===== src/rtl/snn_image_loader.sv =====
// ----------------------------------------------------------------------------
// snn_image_loader
//
// Front-end controller for snn_core. Collects one binary image (NUM_BYTES
// bytes, 8 pixels per byte, bit 0 = lowest pixel address) from the UART
// receiver into an internal pixel memory. When the frame is complete it
// pulses start to the core and serves the core's pixel reads. When the core
// reports done, it latches the digit and sends it as ASCII through the UART
// transmitter, then waits for the transmitter before accepting a new frame.
//
// Ports:
//   clk             system clock
//   rst_n           asynchronous active-low reset
//   rx_rdy          one-cycle strobe, rx_data valid
//   rx_data         received byte
//   addr_input_unit pixel address from snn_core
//   q_input         pixel at addr_input_unit, one cycle later
//   start           one-cycle pulse to snn_core
//   done            one-cycle pulse from snn_core, digit valid
//   digit           classification result
//   trmt            one-cycle pulse, start UART transmit
//   tx_data         byte to transmit ('0' + digit)
//   tx_done         one-cycle pulse, transmitter finished
//   led             {4'h0, last latched digit}
//   busy            high whenever a frame is not being loaded
//   ovr             sticky flag, a byte arrived while not loading
// ----------------------------------------------------------------------------
module snn_image_loader #(
   parameter int NUM_BYTES = 98
) (
   input  logic       clk,
   input  logic       rst_n,
   input  logic       rx_rdy,
   input  logic [7:0] rx_data,
   input  logic [9:0] addr_input_unit,
   output logic       q_input,
   output logic       start,
   input  logic       done,
   input  logic [3:0] digit,
   output logic       trmt,
   output logic [7:0] tx_data,
   input  logic       tx_done,
   output logic [7:0] led,
   output logic       busy,
   output logic       ovr
);

   localparam logic [6:0] LAST_BYTE = 7'(NUM_BYTES - 1);
   localparam logic [9:0] NUM_PIX   = 10'(NUM_BYTES * 8);

   typedef enum logic [2:0] {
      S_LOAD,
      S_START,
      S_WAIT_DONE,
      S_TX,
      S_TX_WAIT
   } state_t;

   state_t     state_q, state_d;
   logic [6:0] byte_cnt_q, byte_cnt_d;
   logic       ovr_q, ovr_d;
   logic [7:0] tx_data_q, tx_data_d;
   logic [3:0] digit_q, digit_d;
   logic       q_input_q, q_input_d;
   logic       mem_we;

   // Image memory is deliberately not reset: a frame always overwrites
   // every row before the core is started.
   logic [7:0] mem_q [0:NUM_BYTES-1];

   // -------------------------------------------------------------------------
   // State and control registers
   // -------------------------------------------------------------------------
   always_ff @(posedge clk or negedge rst_n) begin
      if (!rst_n) begin
         state_q    <= S_LOAD;
         byte_cnt_q <= 7'd0;
         ovr_q      <= 1'b0;
         tx_data_q  <= 8'h00;
         digit_q    <= 4'h0;
         q_input_q  <= 1'b0;
      end else begin
         state_q    <= state_d;
         byte_cnt_q <= byte_cnt_d;
         ovr_q      <= ovr_d;
         tx_data_q  <= tx_data_d;
         digit_q    <= digit_d;
         q_input_q  <= q_input_d;
      end
   end

   always_ff @(posedge clk) begin
      if (mem_we) begin
         mem_q[byte_cnt_q] <= rx_data;
      end
   end

   // -------------------------------------------------------------------------
   // Next-state logic
   // -------------------------------------------------------------------------
   always_comb begin
      state_d    = state_q;
      byte_cnt_d = byte_cnt_q;
      tx_data_d  = tx_data_q;
      digit_d    = digit_q;
      mem_we     = 1'b0;
      // Any byte outside LOAD is dropped; remember that it happened.
      ovr_d      = ovr_q | (rx_rdy && (state_q != S_LOAD));

      case (state_q)
         S_LOAD: begin
            if (rx_rdy) begin
               mem_we = 1'b1;
               if (byte_cnt_q == LAST_BYTE) begin
                  byte_cnt_d = 7'd0;
                  state_d    = S_START;
               end else begin
                  byte_cnt_d = byte_cnt_q + 7'd1;
               end
            end
         end
         S_START: begin
            state_d = S_WAIT_DONE;
         end
         S_WAIT_DONE: begin
            if (done) begin
               // No range check: digits 10..15 map onto ':'..'?'.
               tx_data_d = 8'h30 + {4'h0, digit};
               digit_d   = digit;
               state_d   = S_TX;
            end
         end
         S_TX: begin
            state_d = S_TX_WAIT;
         end
         S_TX_WAIT: begin
            if (tx_done) begin
               state_d = S_LOAD;
            end
         end
         default: begin
            state_d = S_LOAD;
         end
      endcase
   end

   // Registered pixel read; addresses past the image read as 0.
   always_comb begin
      q_input_d = 1'b0;
      if (addr_input_unit < NUM_PIX) begin
         q_input_d = mem_q[addr_input_unit[9:3]][addr_input_unit[2:0]];
      end
   end

   // -------------------------------------------------------------------------
   // Outputs
   // -------------------------------------------------------------------------
   always_comb begin
      start   = (state_q == S_START);
      trmt    = (state_q == S_TX);
      busy    = (state_q != S_LOAD);
      ovr     = ovr_q;
      tx_data = tx_data_q;
      led     = {4'h0, digit_q};
      q_input = q_input_q;
   end

endmodule


===== config.mk =====
export PLATFORM = sky130hd
export DESIGN_NAME = snn_image_loader
export DESIGN_NICKNAME = d
export VERILOG_FILES = /design/src/rtl/snn_image_loader.sv
export SDC_FILE = /design/constraint.sdc
export NUM_CORES = 1
export LEC_CHECK = 0
export BUFFER_PORTS_ARGS = -buffer_cell sky130_fd_sc_hd__clkbuf_2
export CORE_UTILIZATION = 45
export CTS_BUF_LIST = sky130_fd_sc_hd__clkbuf_16
export DETAILED_ROUTE_END_ITERATION = 10
export HOLD_SLACK_MARGIN = 0.03
export PLACE_DENSITY_LB_ADDON = 0.1
export SLEW_MARGIN = 20
export SYNTH_ARGS = -nofsm -noshare
export SYNTH_HDL_FRONTEND = slang
export SYNTH_SLANG_ARGS = --single-unit

===== constraint.sdc =====
create_clock -name clk -period 2.7 [get_ports clk]
set_input_delay 0.27 -clock clk [delete_from_list [all_inputs] [get_ports clk]]
set_output_delay 0.27 -clock clk [all_outputs]
set_load 0.01 [all_outputs]

**After elaboration in Yosys (flattened, before gate mapping)**

Memory sizes are Yosys's and may differ from the RTL's.
Index checks and enable logic that the tools add are counted.

- ROM bits: 0
- Latch bits: 0
- Input port bits: 27
- Memories: 1
- RAM bits: 784
- Output and inout port bits: 21
- Logic and storage cells: 40
- Register bits after elaboration: 24

- $lt $le $gt $ge: 2
- Mux-type cells: 13
- Add/sub/neg operators: 2
- Reduce and logical (&&, ||, !) cells: 6
- Shift-type cells: 0
- Equality and inequality tests: 9
- Bitwise logic cells: 1
- Divide/modulo/power cells: 0
- Multipliers: 0

Memory list:

| name | words | bits a word | read ports | clocked after Yosys merged registers in | wr ports | line | text |
|---|---|---|---|---|---|---|---|
| mem_q | 98 | 8 | 1 | 0 | 1 | 69 | `logic [7:0] mem_q [0:NUM_BYTES-1];` |

Operators by type and width:

| kind | count |
|---|---|
| 3-bit one-hot mux with 5 select lines | 1 |
| 3-bit 2-to-1 mux | 4 |
| 10-bit < comparator (second input constant) | 1 |
| 2-bit != test (second input constant) | 4 |
| 6-bit by 4-bit adder with 7-bit output (first input constant) | 1 |
| 7-bit by 1-bit adder with 7-bit output (second input constant) | 1 |
| 7-bit equality test (second input constant) | 1 |
| 7-bit 2-to-1 mux | 1 |
| 3-bit by 2-bit equality test with 1-bit output (second input constant) | 2 |
| 1-bit 2-to-1 mux | 6 |
| 3-bit by 4-bit < comparator with 1-bit output (second input constant) | 1 |
| 2-bit AND reduction | 2 |
| 4-bit AND reduction | 1 |
| 1-bit binary-select mux with 3-bit select | 1 |
| 3-bit by 1-bit equality test with 1-bit output (second input constant) | 1 |
| 3-bit equality test (second input constant) | 1 |
| 3-bit zero test | 1 |
| 3-bit nonzero test | 1 |
| 1-bit logical AND | 1 |
| 1-bit OR | 1 |

**Logic depth before layout (Yosys ltp)**

Gate-level depths: netlist of the first run.

- Depth after elaboration: 4
- Gate-level depth with buffers: 12

**Worst setup path before layout of the first run**

OpenSTA, ideal clock, no wires.

- Kind: input -> register
- Start point: in addr_input_unit[3]
- End point: reg q_input_q, in the netlist q_input
- Data arrival time: 2249 ps
- Buffers on the path: 4
- Setup time: 122 ps
- Path slack: 329 ps
- Cell stages on the path: 10
- Data required time: 2578 ps
- Path through: buf_6 > buf_12 > buf_6 > buf_6 > mux4_2 > a22oi_1 > o2111ai_1 > a311oi_1 > o21ai_0 > a32o_1

- Longest elaborated chain between the ends: 4

Ends and longest elaborated chain:

| item | line | text |
|---|---|---|
| from (decl) | 35 | `input logic [9:0] addr_input_unit,` |
| memory 98 x 8 bit | n/a |  |
| 1-bit binary-select mux with 3-bit select | 151 | `q_input_d = mem_q[addr_input_unit[9:3]][addr_input_unit[2:0]];` |
| 1-bit 2-to-1 mux (implied by the code) | 151 |  |
| 1-bit 2-to-1 mux (*) | 150 | `if (addr_input_unit < NUM_PIX) begin` |
| named net q_input_d | 64 | `logic q_input_q, q_input_d;` |
| to (signal assigned) | 88 | `q_input_q <= q_input_d;` |
| to (decl) | 64 |  |

Mark *: on every way through the listed nets, which the timed path passes. The rest lies on a longest branch. The select of a mux whose other input is x is not followed.
A chain may end at the register's enable or synchronous reset.

**Worst setup path after layout of the first run**

- Start point: mem mem_q[91][5]
- End point: reg q_input_q, in the netlist q_input

- Longest elaborated chain between the ends: 4

Ends and longest elaborated chain:

| item | line |
|---|---|
| from (decl) | 69 |
| memory 98 x 8 bit | n/a |
| 1-bit binary-select mux with 3-bit select | 151 |
| 1-bit 2-to-1 mux (implied by the code) | 151 |
| 1-bit 2-to-1 mux | 150 |
| named net q_input_d | 64 |

The timed path passes the listed nets, and every way through them passes these cells. The select of a mux whose other input is x is not followed.

==> results.yml, run 1 <==
status:
  status: "complete, no violations"
sta:
  slew_viol_final: 0
  maxSlewHeadroom_pct: 26.5
  finalClockSkew_ps: 25.2
  period_share_pct: 97.1
  final_hold_viol_count: 0
  tns_ps: 0
  min_period_ps: 2620
  setup_violations: 0
  worst_slew_pin_slew_ps: 1080
  rsz0062_at_grt: "false"
  fmax_mhz: 381
  holdWs_ps: 62.1
yosys:
  synthCells: 1597
  synth-async-reset-ratio_pct: 2.12
  synth_ff_type: "edfxtp_1"
  postSynthAreaPerCell_um2: 19.9
  syn_area_um2: 31800
  yosysMostFrequentCell: "edfxtp_1"
  synthTopCellsByArea: "edfxtp_1 (74%), mux4_2 (9.4%), mux2i_1 (3.2%)"
  synth_top_cell_by_area: "edfxtp_1"
  synth_seq_cells: 801
  synthTopCellsByCount: "edfxtp_1 (784), mux4_2 (133), nor2_1 (121), mux2i_1 (101), nand2_1 (57)"
  yosysUniqueCellTypes: 67
  synth_edf_count: 784
  ys_seq_area_share_pct: 75.3
  yosysTopAreaCellShare_pct: 74.0
  synth_warnings: 0
placement:
  dp.cells: 2746
  dp_hpwl_mm: 54.2
  io_buffers: 41
  place_congestion: 0.838
global_route:
  grt_use_total_pct: 23.7
  grt_first_pass_wirelength_mm: 119
  overflow: 0
  grt_pass1_vias: 17100
  antenna_found_initial: 2
  grt_max_degree: 99
detailed_routing:
  routed_wl_mm: 82.9
  drtAntennaViolNets: 0
  dr.pass1.iters: 5
  drc: 0
  wire_per_inst_um: 28.5
  drtIter0Drc: 1717
  via_count: 16800
  viasPerCell: 5.79
die:
  die_y_um: 268
  core_area_um2: 70000
  die_x_um: 268
  start_util_pct: 45.4
  io_pins: 48
  num_rows: 97
  dieArea_um2: 71800
setup_path:
  path_max_fanout: 1
  arrival_ps: 3140
  crit_required_ps: 3220
  worstSetupStartpointType: "flop"
  path_class: "reg -> reg"
  cp-end-kind: "flop"
power_and_ir_drop:
  p_leak_uw: 0.0128
  max-vdd-ir-drop_mv: 0.716
  p_per_area_nw_per_um2: 739
finish:
  final_cells: 2907
  n_fill_cell: 5632
  synthToLayoutAreaGrowth_pct: 18.2
  utilization_pct: 53.7
  nets: 1930
  drive_gt1_share_pct: 28.8
clock_tree:
  cts.clk_slew.worst_paths_ps: 60
  tritoncts: "done"
  post_cts_buffers: 0
  htree_levels: 3
  cts_sinks: 801
  clk_path_buf_depth: 3
  root_buffer: "clkbuf_16"
  worst_skew_pair.late_latency_ps: 630
  cts_buffers: 85
worst_hold_path:
  hp-class: "in -> reg"
job:
  drv_cap: 0
## worst paths after layout
| path | startpoint | end | slack, ps | cells after the start |
|---|---|---|---|---|
| min in group asynchronous | rst_n | q_input | 140 | 2 |
| max in group asynchronous | rst_n | byte_cnt_q[4] | 2220 | 2 |
| hold reg to reg | ovr | ovr | 460 | 1 |
| setup reg to reg | mem_q[91][5] | q_input | 80 | 7 |
| setup / recovery | mem_q[91][5] | q_input | 80 | 7 |
| hold / removal | rx_data[3] | mem_q[13][3] | 60 | 1 |
## cell type report
class                   count  area, um^2  share of cell area (%)
flip-flops and latches    801       24000                    63.7
multi-input cells         694        7110                    18.9
inverters                   7        26.3                  0.0699
diodes                      1        2.50                 0.00665
clock inverters            63         473                    1.26
well taps                 940        1180                    3.13
clock buffers              89        2230                    5.92
repair buffers            312        2620                    6.97
## layer usage
| metal | global-route usage [%] | wire length, um | vias up |
|---|---|---|---|
| li1 | - | - | 7215 |
| met4 | 7.21 | 2010 | 4 |
| met5 | 0 | 21 | - |
| met2 | 37.0 | 39000 | 624 |
| met1 | 34.0 | 35900 | 8869 |
| met3 | 4.37 | 5960 | 121 |
## registers in the layout, summed over array words and instances, names as in the netlist
signal and count:
ovr 1, digit_q 3, mem_q 784, q_input 1
tx_data 2, state_q 3, byte_cnt_q 7
## cells in the final DEF (no fill, tap or decap), types with 31 or more instances in the layout
| master | synthesis | final |
|---|---|---|
| clkbuf_16 | 0 | 89 |
| nand2_1 | 57 | 57 |
| o221ai_1 | 40 | 40 |
| clkbuf_2 | 0 | 31 |
| buf_4 | 19 | 245 |
| mux4_2 | 133 | 133 |
| edfxtp_1 | 784 | 784 |
| mux2i_1 | 101 | 101 |
| nor2_1 | 121 | 121 |
| inv_1 | 7 | 33 |
## metrics by stage
stage / power [uW] / worst slack [ps] / instance area (um^2)
after floorplan: 15500 / 329 / 31800
after global placement: 16700 / -341 / 34800
after detailed placement: 16800 / -263 / 34800
after CTS: 28100 / 43.9 / 37600
after global routing: 28700 / 13.2 / 37600
final: 27800 / 77.9 / 37600
## what timing repair did
action,4_1_cts,5_1_grt
hold endpoints to repair,23,0
setup endpoints to repair,0,1
hold buffers,8,0
resized for setup,0,1
## power breakdown
group          switching (uW)  internal [uW]
clock network            4700           6600
registers                 145          14000
logic                    1540            856
total                    6380          21400
## cell families after synthesis
| logic type | synth area share, % |
|---|---|
| flip-flops | 75.3 |
| AND/OR/NAND/NOR | 3.96 |
| multiplexers | 14.8 |
| AO/OA/AOI/OAI | 3.31 |
| buffers and inverters | 2.41 |
| XOR/XNOR | 0.110 |
| adder cells (fa/ha/maj) | 0.0786 |
| other | 0.0118 |
## worst max-delay path, cell delays in order (launching register included)
cell and delay [ps]:
edfxtp_1 370, mux4_2 540, mux4_2 500, nor3_1 170, a21oi_1 80, a311oi_2 390
o21ai_0 170, a32o_1 300
Note: power is estimated with default switching activity, not from simulation.
==> run 2: changes to the inputs <==
- CORE_UTILIZATION: 45 -> 29
- PLACE_DENSITY_LB_ADDON: 0.1 -> 0.12
==> run 2 against run 1 <==
Flip-flop and latch count unchanged. Die area grew 55%. Clock skew increased by 3.1 ps. Global-route usage shrank 7.0 points. Critical path type unchanged. Largest cell class unchanged. Non-clock buffer count up 19. Maximum frequency up 2.7%. Count of clock-buffer cells in the layout increased by 4. Critical endpoint unchanged.
==> results.yml, run 2 (synthesis gave the netlist of run 1 again) <==
status:
  status: "complete, no violations"
detailed_routing:
  drtAntennaViolNets: 0
  dr.pass1.iters: 7
  wire_per_inst_um: 27.1
  via_count: 16600
  routed_wl_mm: 92.5
  drtIter0Drc: 1203
  drc: 0
  viasPerCell: 4.87
finish:
  utilization_pct: 35.4
  nets: 1956
  drive_gt1_share_pct: 29.6
  fin_area_um2: 38600
  reg_top3: "mem_q: 784 flops, byte_cnt_q: 7 flops"
  final_cells: 3416
  regMostFlops: "mem_q"
  final_cell_mix: "edfxtp_1 (784), buf_4 (257), mux4_2 (133), nor2_1 (121), mux2i_1 (101)"
  n_fill_cell: 10200
  final_common_cell: "edfxtp_1"
  largest_reg_flops: 784
  multiInputGateArea_um2: 7100
  synthToLayoutAreaGrowth_pct: 21.2
  seq_area_um2: 24000
setup_path:
  path_max_fanout: 1
  arrival_ps: 3100
  worstSetupStartpointType: "flop"
  path_class: "reg -> reg"
  cp-end-kind: "flop"
  crit_required_ps: 3250
placement:
  dp.cells: 3238
  place_congestion: 0.826
  place_area_um2: 35600
  dp_hpwl_mm: 61.3
  io_buffers: 41
sta:
  fmax_mhz: 392
  rsz0062_at_grt: "false"
  holdWs_ps: 99.5
  min_period_ps: 2550
  tns_ps: 0
  slew_viol_final: 0
  final_hold_viol_count: 0
  worst_slew_pin_slew_ps: 834
  finalClockSkew_ps: 28.3
  maxSlewHeadroom_pct: 43.0
  setup_violations: 0
  period_share_pct: 94.5
global_route:
  grt_first_pass_wirelength_mm: 131
  grt_pass1_vias: 17300
  antenna_found_initial: 4
  grt_use_total_pct: 16.7
  grt_max_degree: 67
  overflow: 0
power_and_ir_drop:
  p_per_area_nw_per_um2: 741
  max-vdd-ir-drop_mv: 0.439
  p_leak_uw: 0.0130
die:
  start_util_pct: 29.2
  dieArea_um2: 111000
  die_x_um: 333
  num_rows: 121
  io_pins: 48
  core_area_um2: 109000
  die_y_um: 333
clock_tree:
  cts.clk_slew.worst_paths_ps: 60
  cts_resized: 0
  worst_skew_pair.late_latency_ps: 670
  htree_levels: 3
  tritoncts: "done"
  root_buffer: "clkbuf_16"
  cts_sinks: 801
  clk_path_buf_depth: 3
  cts_buffers: 92
job:
  drv_cap: 0
worst_hold_path:
  hp-class: "in -> reg"
run 2: cell types whose count changed in the layout (fill, tap and decap cells not counted), sizes merged:
cell	change
clkinvlp	-3
inv	+1
clkinv	+13
clkbuf	+4
bufinv	+1
buf	+18
dlygate4sd3	+1
run 2: per-stage QoR:
stage / total power [uW] / setup WS (ps)
final: 28600 / 147
after global routing: 29500 / 38.0
after CTS: 28900 / 157
after detailed placement: 16900 / -303
after global placement: 16900 / -388
after floorplan: 15500 / 329
run 2: layout make-up:
cell class	count	area share, %
inverter	7	0.0681
tap	1414	4.59
clock inverter	75	1.40
antenna	1	0.00649
sequential	801	62.1
multi-input combinational	694	18.4
timing repair buffer	331	7.37
clock buffer	93	6.03
run 2: worst max-delay path, stage by stage (launching register included):
cell and delay, ps:
edfxtp_1 360, mux4_1 540, mux2i_1 270, a2111oi_0 230, or4b_1 520, o221ai_1 170, a31oi_1 80, a32o_1 280
run 2: what timing repair did:
action	CTS	global route
hold buffers	9	0
endpoints found under the hold margin	24	0
setup buffers	0	0
run 2: power breakdown:
group | internal, uW | switching [uW] | total (uW) | leakage (uW)
combinational | 880 | 1650 | 2530 | 0.00422
clock | 6980 | 4950 | 11900 | 0.00151
sequential | 14000 | 139 | 14100 | 0.00727
run 2: layer usage:
metal	GRT usage (%)	up-vias	part of all wire (%)
li1	-	7282	-
met1	22.8	8834	45
met2	26.9	376	48
met3	3.15	125	4.4
met4	5.07	4	2.5
met5	0	-	0.026
run 2: worst paths after layout:
kind	from	depth (start not counted)	to	slack [ps]
setup / recovery	mem_q[69][7]	7	q_input	150
hold / removal	rx_data[1]	1	mem_q[28][1]	100
setup reg to reg	mem_q[69][7]	7	q_input	150
hold reg to reg	ovr	1	ovr	470
max in group asynchronous	rst_n	2	byte_cnt_q[5]	2170
min in group asynchronous	rst_n	2	tx_data[3]	130
==> run 3: changes to the inputs <==
- ABC_AREA: default -> 1
- TNS_END_PERCENT: default -> 100
==> run 3 against run 2 <==
Sequential power hardly changed. Critical endpoint unchanged. Cell count is 38% higher. Global-route usage is 0.61 points higher. Synthesized cell count is 85% higher. Largest power group unchanged. Via count is 32% higher.
==> results.yml, run 3 <==
global_route:
  antenna_found_initial: 1
  grt_max_degree: 74
  overflow: 0
  grt_first_pass_wirelength_mm: 148
  grt_pass1_vias: 21900
  grt_use_met3_pct: 2.13
  grt_use_total_pct: 17.3
  groute.layer.met2.usage_pct: 28.3
  grt.busiest_layer: "met2"
  gr-usage-met1_pct: 24.1
sta:
  maxSlewHeadroom_pct: 34.9
  fmax_mhz: 379
  final_hold_viol_count: 0
  period_share_pct: 97.8
  rsz0062_at_grt: "false"
  slew_viol_final: 0
  holdWs_ps: 77.9
  worst_slew_pin_slew_ps: 975
  setup_violations: 0
  finalClockSkew_ps: 27.4
  min_period_ps: 2640
yosys:
  synth_edf_count: 784
  synthCells: 2948
  yosysTopAreaCellShare_pct: 70.9
  yosysUniqueCellTypes: 35
  synthTopCellsByArea: "edfxtp_1 (71%), nand2_1 (13%), nand3_1 (5.0%)"
  syn_area_um2: 33200
  postSynthAreaPerCell_um2: 11.3
  synth_seq_cells: 801
  synth-async-reset-ratio_pct: 2.12
  ys_seq_area_share_pct: 72.2
  synth_warnings: 0
  synthTopCellsByCount: "nand2_1 (1144), edfxtp_1 (784), nand3_1 (335), nor2_1 (202), a21oi_1 (113)"
  synth_ff_type: "edfxtp_1"
  synth_top_cell_by_area: "edfxtp_1"
  yosysMostFrequentCell: "nand2_1"
setup_path:
  crit_path_cell_trace: "buf_8 > buf_12 > buf_12 > buf_4 > o21ai_0 > a21oi_1 > nor2_1 > nand3_1 > nand3_1 > nand3_1 > nand3_1 > nand3_1 > dlygate4sd3_1 > a21oi_1"
  cp-end-kind: "flop"
  arrival_ps: 3150
  crit_required_ps: 3210
  slowest_stage: "dlygate4sd3_1"
  critPathBufInv: 5
  max_stage_delay_ps: 550
  cpMostUsedCell: "nand3_1"
  path_max_fanout: 47
  rr_worst_depth: 11
  regToRegSetupSlack_ps: 60
  worstSetupStartpointType: "primary input"
  path_class: "in -> reg"
  worst-path-stages: 14
  crit_family: "buffers and inverters"
die:
  start_util_pct: 29.4
  die_y_um: 340
  io_pins: 48
  core_area_um2: 113000
  dieArea_um2: 116000
  die_x_um: 340
  num_rows: 123
clock_tree:
  htree_levels: 3
  cts.clk_slew.worst_paths_ps: 60
  cts_buffers: 89
  clk_path_buf_depth: 3
  root_buffer: "clkbuf_16"
  cts_sinks: 801
  post_cts_buffers: 0
  tritoncts: "done"
  worst_skew_pair.late_latency_ps: 650
detailed_routing:
  dr.pass1.iters: 5
  drtAntennaViolNets: 0
  drtIter0Drc: 1586
  routed_wl_mm: 101
  wire_per_inst_um: 21.4
  viasPerCell: 4.67
  drc: 0
  via_count: 22000
worst_hold_path:
  hp-class: "in -> reg"
  worstHoldPathCells: 1
power_and_ir_drop:
  power.switching_uw: 6920
  max-vdd-ir-drop_mv: 0.495
  p_leak_uw: 0.0147
  p_sw_share_pct: 24.7
  seqPwrFrac_pct: 49.9
  finalPower_uw: 28000
  pwr-share-clk_pct: 40.9
  internal_power_uw: 21100
  combPwrFrac_pct: 9.2
  p_per_area_nw_per_um2: 715
finish:
  n_fill_cell: 11400
  utilization_pct: 34.7
  final_common_cell: "nand2_1"
  nets: 3167
  drive_gt1_share_pct: 12.3
  final_cell_mix: "nand2_1 (1144), edfxtp_1 (784), nand3_1 (334), nor2_1 (198), buf_4 (186)"
  antenna_cells: 0
  reg_top3: "mem_q: 784 flops, byte_cnt_q: 7 flops"
  largest_reg_flops: 784
  regMostFlops: "mem_q"
  synthToLayoutAreaGrowth_pct: 18.1
job:
  drv_cap: 0
placement:
  place_congestion: 0.833
  io_buffers: 41
  dp_hpwl_mm: 64.3
status:
  status: "complete, no violations"
==> run 3: worst paths after layout <==
path                                     from            end
setup / recovery           addr_input_unit[3]        q_input
hold / removal                     rx_data[4]   mem_q[80][4]
setup reg to reg                 mem_q[61][5]        q_input
hold reg to reg                           ovr            ovr
max in group asynchronous               rst_n  byte_cnt_q[5]
min in group asynchronous               rst_n     digit_q[0]
==> run 3: layout make-up <==
| class | count | area [um^2] | area share, % |
|---|---|---|---|
| repair buffers | 262 | 2350 | 5.99 |
| multi-input cells | 1897 | 7940 | 20.3 |
| inverters | 87 | 344 | 0.877 |
| well taps | 1500 | 1880 | 4.79 |
| clock buffers | 94 | 2350 | 6.00 |
| flip-flops and latches | 801 | 24000 | 61.1 |
| clock inverters | 65 | 377 | 0.960 |
==> run 3: power groups by stage <==
| stage | Clock (uW) | Combinational (uW) | Sequential, uW |
|---|---|---|---|
| after floorplan | 0 | 1330 | 14200 |
| after global placement | 0 | 2560 | 14200 |
| after detailed placement | 0 | 2560 | 14200 |
| after CTS | 11800 | 2590 | 14000 |
| after global routing | 12200 | 2810 | 14000 |
| final | 11500 | 2560 | 14000 |
==> run 3: cell families after synthesis <==
| kind of cell | after synthesis | synth area share (%) |
|---|---|---|
| buf+inv | 255 | 4.05 |
| other cells | 1 | 0.0113 |
| xor+xnor | 1 | 0.0264 |
| mux | 4 | 0.136 |
| compound gates | 183 | 2.87 |
| flops | 801 | 72.2 |
| simple gates | 1701 | 20.7 |
| fa+ha+maj | 2 | 0.0753 |
==> run 3: timing repair <==
item / in CTS / in global routing
endpoints found under the hold margin: 26 / 0
endpoints found under the setup margin: 8 / 139
hold buffers: 12 / 0
gates cloned: 0 / 0
gates resized for setup: 1 / 5
==> run 3: metrics by stage <==
step                instance area, um^2  std cells  setup TNS (ps)  worst slack (ps)
finish                            39200       4706               0              60.6
global route                      39200       4706               0              9.91
CTS                               39200       4706               0              67.9
detailed placement                36300       4535           -1040              -125
global placement                  36300       4535           -1050              -284
floorplan                         33200       2953               0               215
==> run 3: per-layer routing <==
metal  wire length (um)  up-vias
met1              46700    10900
met2              47700      486
met5                 13        -
li1                   -    10400
met4               2100        2
met3               4300      108
